`config.mk`:
```
export PLATFORM = sky130hd
export DESIGN_NAME = edge_event_arbiter
export DESIGN_NICKNAME = d
export VERILOG_FILES = /design/src/rtl/edge_event_arbiter.sv
export SDC_FILE = /design/constraint.sdc
export NUM_CORES = 1
export LEC_CHECK = 0
export CAP_MARGIN = 0
export CORE_MARGIN = 8
export CORE_UTILIZATION = 53
export CTS_CLUSTER_DIAMETER = 30
export DETAILED_ROUTE_END_ITERATION = 10
export PLACE_DENSITY_LB_ADDON = 0.3
export SLEW_MARGIN = 10
export SYNTH_ARGS = -nofsm -noshare
export SYNTH_HDL_FRONTEND = slang
export SYNTH_SLANG_ARGS = --single-unit
```
`constraint.sdc`:
```
create_clock -name i_clk -period 3.34 [get_ports i_clk]
set_input_delay 0.334 -clock i_clk [delete_from_list [all_inputs] [get_ports i_clk]]
set_output_delay 0.334 -clock i_clk [all_outputs]
set_load 0.03 [all_outputs]
```
`src/rtl/edge_event_arbiter.sv`:
```
// edge_event_arbiter: synchronized per-channel edge detection with one-deep queues,
// served round-robin onto a single valid/ready event port.
module edge_event_arbiter #(
  parameter  int CH   = 4,
  parameter  int SYNC = 2,
  localparam int CW   = $clog2(CH)
) (
  input  logic          i_clk,
  input  logic          i_rst_n,
  input  logic [CH-1:0] i_cin,
  input  logic [CH-1:0] i_pos_en,
  input  logic [CH-1:0] i_neg_en,
  output logic          o_ev_valid,
  input  logic          i_ev_ready,
  output logic [CW-1:0] o_ev_ch,
  output logic          o_ev_pol,
  output logic [CH-1:0] o_pend,
  output logic [CH-1:0] o_ovf,
  input  logic          i_ovf_clr
);
  localparam int AW = $clog2(SYNC + 2);
  typedef enum logic {IDLE, OFFER} state_t;
  state_t                  r_state, w_state_nxt;
  logic [SYNC-1:0][CH-1:0] r_sync;
  logic [CH-1:0]           r_prev, r_pend, r_pol, r_ovf;
  logic [CH-1:0]           w_rise, w_fall, w_edge, w_ld, w_wr;
  logic [AW-1:0]           r_arm;
  logic                    w_armed, w_any, w_load, r_ev_pol;
  logic [CW-1:0]           r_ptr, r_ch, w_win;
  logic [CW:0]             w_idx;
  // detection stays off until prev has caught up with a line that was already high at reset
  assign w_armed = r_arm == AW'(SYNC + 1);
  assign w_rise  = {CH{w_armed}} & r_sync[SYNC-1] & ~r_prev & i_pos_en;
  assign w_fall  = {CH{w_armed}} & ~r_sync[SYNC-1] & r_prev & i_neg_en;
  assign w_edge  = w_rise | w_fall;
  assign w_any   = |r_pend;
  assign w_load  = w_any & (r_state == IDLE | i_ev_ready);
  assign w_ld    = w_load ? CH'(1) << w_win : '0;
  assign w_wr    = w_edge & (~r_pend | w_ld);
  // scan downward so the entry closest to ptr is the last to be written
  always_comb begin
    w_win = '0;
    w_idx = '0;
    for (int k = CH - 1; k >= 0; k--) begin
      w_idx = {1'b0, r_ptr} + (CW+1)'(k);
      w_idx = w_idx >= (CW+1)'(CH) ? w_idx - (CW+1)'(CH) : w_idx;
      w_win = r_pend[w_idx[CW-1:0]] ? w_idx[CW-1:0] : w_win;
    end
  end
  always_comb begin
    w_state_nxt = r_state;
    w_state_nxt = r_state == IDLE ? (w_any ? OFFER : IDLE) : (i_ev_ready & ~w_any ? IDLE : OFFER);
  end
  always_ff @(posedge i_clk or negedge i_rst_n) begin
    if (!i_rst_n) begin
      r_state  <= IDLE;
      r_sync   <= '0;
      r_prev   <= '0;
      r_arm    <= '0;
      r_pend   <= '0;
      r_pol    <= '0;
      r_ovf    <= '0;
      r_ptr    <= '0;
      r_ch     <= '0;
      r_ev_pol <= 1'b0;
    end else begin
      r_state <= w_state_nxt;
      r_sync  <= {r_sync[SYNC-2:0], i_cin};
      r_prev  <= r_sync[SYNC-1];
      r_arm   <= w_armed ? r_arm : r_arm + 1'b1;
      r_pend  <= (r_pend & ~w_ld) | w_edge;
      r_pol   <= (r_pol & ~w_wr) | (w_rise & w_wr);
      r_ovf   <= (r_ovf & ~{CH{i_ovf_clr}}) | (w_edge & r_pend & ~w_ld);
      if (w_load) begin
        r_ch     <= w_win;
        r_ev_pol <= r_pol[w_win];
        r_ptr    <= w_win == CW'(CH - 1) ? '0 : w_win + 1'b1;
      end
    end
  end
  assign o_ev_valid = r_state == OFFER;
  assign o_ev_ch    = r_ch;
  assign o_ev_pol   = r_ev_pol;
  assign o_pend     = r_pend;
  assign o_ovf      = r_ovf;
endmodule

```
# Yosys cells after proc, flatten, opt, wreduce, memory -nomap -nowiden
# Cells that the tools add are included.
[classes] n_addsub=9 n_mul=0 n_div=0 n_lt_le_gt_ge=9 eq_ne=2 shift=1 mux=23 bitwise=29 reduce_logical=1
[ops] cell="bitwise AND 4 bit" n=13
[ops] cell="inverter 4 bit" n=6
[ops] cell="OR 4 bit" n=5
[ops] cell="2-to-1 mux 2 bit" n=9
[ops] cell="less-than comparator 2 x 3 -> 1 bit (second input constant)" n=5
[ops] cell="binary-select mux 1 bit (select 2 bit)" n=5
[ops] cell="greater-or-equal comparator 3 bit (second input constant)" n=3
[ops] cell="2-to-1 mux 1 bit" n=8
[ops] cell="subtractor 2 x 1 -> 2 bit (second input constant)" n=4
[ops] cell="adder 2 x 2 -> 3 bit (second input constant)" n=2
[ops] cell="adder 2 x 1 -> 2 bit (second input constant)" n=2
[ops] cell="equality test 2 bit (second input constant)" n=2
[ops] cell="2-to-1 mux 4 bit" n=1
[ops] cell="OR reduction 4 bit" n=1
[ops] cell="<< shifter 1 x 2 -> 4 bit (first input constant)" n=1
[ops] cell="adder 2 x 1 -> 3 bit (second input constant)" n=1
[ops] cell="greater-or-equal comparator 2 x 3 -> 1 bit (second input constant)" n=1
[ops] cell="bitwise AND 1 bit" n=2
[ops] cell="inverter 1 bit" n=2
[ops] cell="OR 1 bit" n=1
[totals] ff_bits=32 latchBits=0 mem_bits_rw=0 romBits=0 inputBits=16 word_cells=85 memories=0

# Longest topological paths before layout
[logic_depth] depth_word=16 ltp_mapped=10 depth_no_buf=10

# Worst setup path after synthesis
# OpenSTA, ideal clock, no wires.
[synth_timing] kind="flip-flop to flip-flop" startpoint="register r_pend[1] (netlist: o_pend[1])" endpoint="register (tool-made name)" setup_time_ns=0.121 t_arrival_ns=2.001 setup_slack_ns=1.218 path_stages_with_launch=9 synth_period_minus_slack_ns=2.122 path_cell_list="dfrtp_1 mux2i_1 a221oi_4 ha_1 inv_1 o21ai_0 nand4_1 a21oi_1 nor2_1"
[synth_rtl] item="start: declaration" line_no="25" rtl="logic [CH-1:0] r_prev, r_pend, r_pol, r_ovf;"
[synth_rtl] item="start signal: assignment" line_no="71" rtl="r_pend <= (r_pend & ~w_ld) | w_edge;"

==> results_tabular.tex <==
\begin{tabular}{lr}
\hline
Metric & Value \\
\hline
\multicolumn{2}{l}{\textbf{Floorplanning}} \\
\quad Standard-cell row count & 18 \\
\quad Initial cell density of the core & 55.2\% \\
\quad I/O pin count & 28 \\
\quad Core area & 2450 um\^{}2 \\
\quad Floorplan die area & 4430 um\^{}2 \\
\quad Vertical die dimension & 66.6 um \\
\quad DIE WIDTH & 66.6 um \\
\multicolumn{2}{l}{\textbf{Placement}} \\
\quad Pre-CTS setup slack & 1140 ps \\
\quad Post-DP HPWL & 2120 um \\
\quad Routability cong. & 0.776 \\
\quad Number of buffer cells added on primary ports & 27 \\
\multicolumn{2}{l}{\textbf{Synth}} \\
\quad Area contributors post-synth & sky130\_fd\_sc\_hd\_\_dfrtp\_1 59\%, sky130\_fd\_sc\_hd\_\_nand2\_1 5.0\%, sky130\_fd\_sc\_hd\_\_ha\_1 4.6\%, sky130\_fd\_sc\_hd\_\_o21ai\_0 3.3\%, sky130\_fd\_sc\_hd\_\_mux2i\_1 3.0\% \\
\quad Post-synthesis cell count & 122 \\
\quad Number of enable-type register cells in the synthesized netlist & 0 \\
\quad List of most frequent post-synthesis cells & 32 x sky130\_fd\_sc\_hd\_\_dfrtp\_1, 18 x sky130\_fd\_sc\_hd\_\_nand2\_1, 10 x sky130\_fd\_sc\_hd\_\_inv\_1, 9 x sky130\_fd\_sc\_hd\_\_o21ai\_0 \\
\quad Post-synthesis instance area & 1360 um\^{}2 \\
\quad Flop and latch count out of synthesis & 32 \\
\quad Most common cell in the synthesized netlist & sky130\_fd\_sc\_hd\_\_dfrtp\_1 \\
\quad Part of the Yosys area used for sequential elements & 59.1\% \\
\quad Warning count from the yosys run & 0 \\
\quad Fraction of synthesized cell area taken by the top area cell type & 59.1\% \\
\quad Async S/R FF share, synth & 100\% \\
\quad Cell accounting for the most synthesized area & sky130\_fd\_sc\_hd\_\_dfrtp\_1 \\
\quad Post-Syn Nets & 143 \\
\quad Count of distinct cell types in the synthesized netlist & 25 \\
\quad Post-synthesis average cell area & 11.1 um\^{}2 \\
\quad Dominant synthesized flop cell & sky130\_fd\_sc\_hd\_\_dfrtp\_1 \\
\multicolumn{2}{l}{\textbf{GRT}} \\
\quad GRT overflow & 0 \\
\quad Pin count of the biggest net entering global routing & 33 \\
\quad Global-route wire length before repair & 4630 um \\
\quad Grt met3 use & 6.04\% \\
\quad Total global-route track usage & 13.6\% \\
\quad Initial antenna violation count & 0 \\
\quad Vias in the first global route & 1062 \\
\quad Fraction of met2 tracks used by global routing & 22.8\% \\
\quad Grt peak-use layer & met2 \\
\quad Global-route met1 utilization & 14.8\% \\
\multicolumn{2}{l}{\textbf{Clock network}} \\
\quad Maximum number of buffers from clock root to sink & 2 \\
\quad Clock-pin slew on the worst setup and hold paths & 90 ps \\
\quad Cts-stage hold buffer count & 0 \\
\quad Resize count post-CTS & 0 \\
\quad CTS tree & done \\
\quad Number of setup buffers added after CTS & 0 \\
\quad Clock latency on the worst-skew pair & 320 ps \\
\quad Cts bufs inserted & 5 \\
\quad H-tree depth reported by CTS & 2 \\
\quad \# clock sinks & 32 \\
\quad Root buffer cell & sky130\_fd\_sc\_hd\_\_clkbuf\_4 \\
\multicolumn{2}{l}{\textbf{Critical path}} \\
\quad Largest incremental delay on the critical path & 490 ps \\
\quad Path depth of the worst reg2reg path & 10 \\
\quad Crit-path cells & a21oi\_1 -> o21a\_1 -> o22a\_2 -> clkinv\_1 -> ha\_1 -> inv\_1 -> o21ai\_0 -> nand4\_1 -> a21oi\_1 -> nor2\_1 \\
\quad Category of the most critical setup path & flip-flop to flip-flop \\
\quad Top cell by count, worst path & sky130\_fd\_sc\_hd\_\_a21oi\_1 \\
\quad Worst Path Required & 3550 ps \\
\quad Data arrival time of the critical path & 2450 ps \\
\quad Critical Path End Type & flip-flop \\
\quad Highest net fanout along the worst path & 6 \\
\quad Crit start category & flip-flop \\
\quad Library cell contributing the largest single delay on the critical path & sky130\_fd\_sc\_hd\_\_dfrtp\_1 \\
\multicolumn{2}{l}{\textbf{Layout}} \\
\quad Antenna cells & 0 \\
\quad Area growth syn-to-layout & 27.8\% \\
\quad Area taken by multi-input logic gates & 509 um\^{}2 \\
\quad Fill cell total of the finished layout & 194 \\
\quad Finished Core Util & 70.5\% \\
\quad Number of nets in the finished design & 177 \\
\quad Sequential Area & 801 um\^{}2 \\
\quad Proportion of layout cells with a drive suffix above 1 & 8.97\% \\
\multicolumn{2}{l}{\textbf{Flow run}} \\
\quad Number of maximum-capacitance constraint violations & 0 \\
\multicolumn{2}{l}{\textbf{Route}} \\
\quad Antenna Violating Nets Remaining & 0 \\
\quad Final Routed Wirelength & 2690 um \\
\quad Vias post-DR & 1021 \\
\quad Per-cell routed wire length & 14.4 um \\
\quad Post-detailed-route via-to-cell ratio & 5.49 \\
\quad Number of search-and-repair iterations in the first detailed-routing pass & 4 \\
\quad Count of unresolved DRC violations after routing & 0 \\
\quad Violation count after the first detailed-routing iteration & 50 \\
\multicolumn{2}{l}{\textbf{Worst hold path}} \\
\quad Type of the most critical hold path & flip-flop to flip-flop \\
\quad Count of cells along the worst hold path & 0 \\
\multicolumn{2}{l}{\textbf{Power}} \\
\quad Total power divided by cell area & 840 nW/um\^{}2 \\
\quad Peak VDD IR & 0.540 mV \\
\quad Leakage power total & 0.755 nW \\
\multicolumn{2}{l}{\textbf{Status}} \\
\quad Result of the run & completed \\
\multicolumn{2}{l}{\textbf{Timing}} \\
\quad Min setup slack post-route & 1090 ps \\
\quad Unrepaired setup endpoints after global routing & false \\
\quad Max-slew violations & 0 \\
\quad Setup Total Neg Slack & 0 ps \\
\quad Final worst path period share & 67.4\% \\
\quad Count of final hold-check violations & 0 \\
\quad Worst Tran Pin Value & 496 ps \\
\quad Worst clock skew & 6.47 ps \\
\quad Final setup violation count & 0 \\
\quad Final critical-path required period & 2250 ps \\
\quad Fmax & 445 MHz \\
\quad Slew HR & 66.6\% \\
\hline
\end{tabular}
-- cell type report --
cell class / instances / area share [%]
clock buffer: 7 / 3.76
inverter: 11 / 2.38
multi-input combinational: 78 / 29.4
sequential: 32 / 46.2
tap: 30 / 2.17
timing repair buffer: 28 / 16.0
-- where the power goes --
part | internal [mW] | switching, mW
logic | 0.283 | 0.363
clock network | 0.119 | 0.114
registers | 0.478 | 0.0962
-- final timing paths --
| kind | start | end | slack [ps] |
|---|---|---|---|
| setup / recovery | o_pend[0] | flip-flop | 1090 |
| hold / removal | r_sync[0] | r_sync[4] | 360 |
| setup reg to reg | o_pend[0] | flip-flop | 1090 |
| hold reg to reg | r_sync[0] | r_sync[4] | 360 |
| max in group asynchronous | i_rst_n | r_prev[3] | 2650 |
| min in group asynchronous | i_rst_n | o_pend[2] | 400 |
-- cell usage in the layout, fill, tap and decap left out, drive strengths merged, types with 2 or more instances in the layout --
master	Yosys	final
dfrtp	32	32
clkdlybuf4s50	0	27
nor2b	5	5
o21ai	9	9
nand3	2	2
a31oi	4	4
mux2i	4	4
ha	5	5
nand4	4	4
a21oi	6	6
clkbuf	1	7
inv	10	10
o22ai	4	4
o21a	2	2
nor2	6	6
mux2	3	3
nand2	18	18
-- per-stage QoR --
stage	hold slack, ps	instance area [um^2]	instances	power (mW)
floorplan	38.4	1360	122	0.989
global placement	335	1670	179	1.20
detailed placement	340	1670	179	1.23
CTS	362	1730	186	1.47
global route	369	1730	186	1.56
finish	357	1730	186	1.45
-- per-layer routing --
metal	vias to the layer above	routed length, um	share of wire (%)
li1	491	-	-
met2	30	1410	52
met3	2	187	7.0
met5	-	0	0
met1	498	1060	40
met4	0	27	1.0
-- critical path: cells and delay by family (launching register included) --
family / cells / cell delay [ps]
AO/OA/AOI/OAI: 5 / 1150
adder cells (fa/ha/maj): 1 / 150
buffers and inverters: 2 / 130
flip-flops: 1 / 490
AND/OR/NAND/NOR: 2 / 220
-- cell families (layout without fill, tap and decap cells) --
| logic type | Yosys count | count (layout) | synth area share [%] |
|---|---|---|---|
| muxes | 7 | 7 | 5.45 |
| buffers and inverters | 12 | 46 | 3.32 |
| xor gates and xnor gates | 1 | 1 | 0.646 |
| and+or+nand+nor | 37 | 37 | 13.1 |
| DFF | 32 | 32 | 59.1 |
| AOI/OAI and AO/OA | 28 | 28 | 13.8 |
| adders and majority gates | 5 | 5 | 4.62 |
Note: power is estimated with default switching activity, not from simulation.
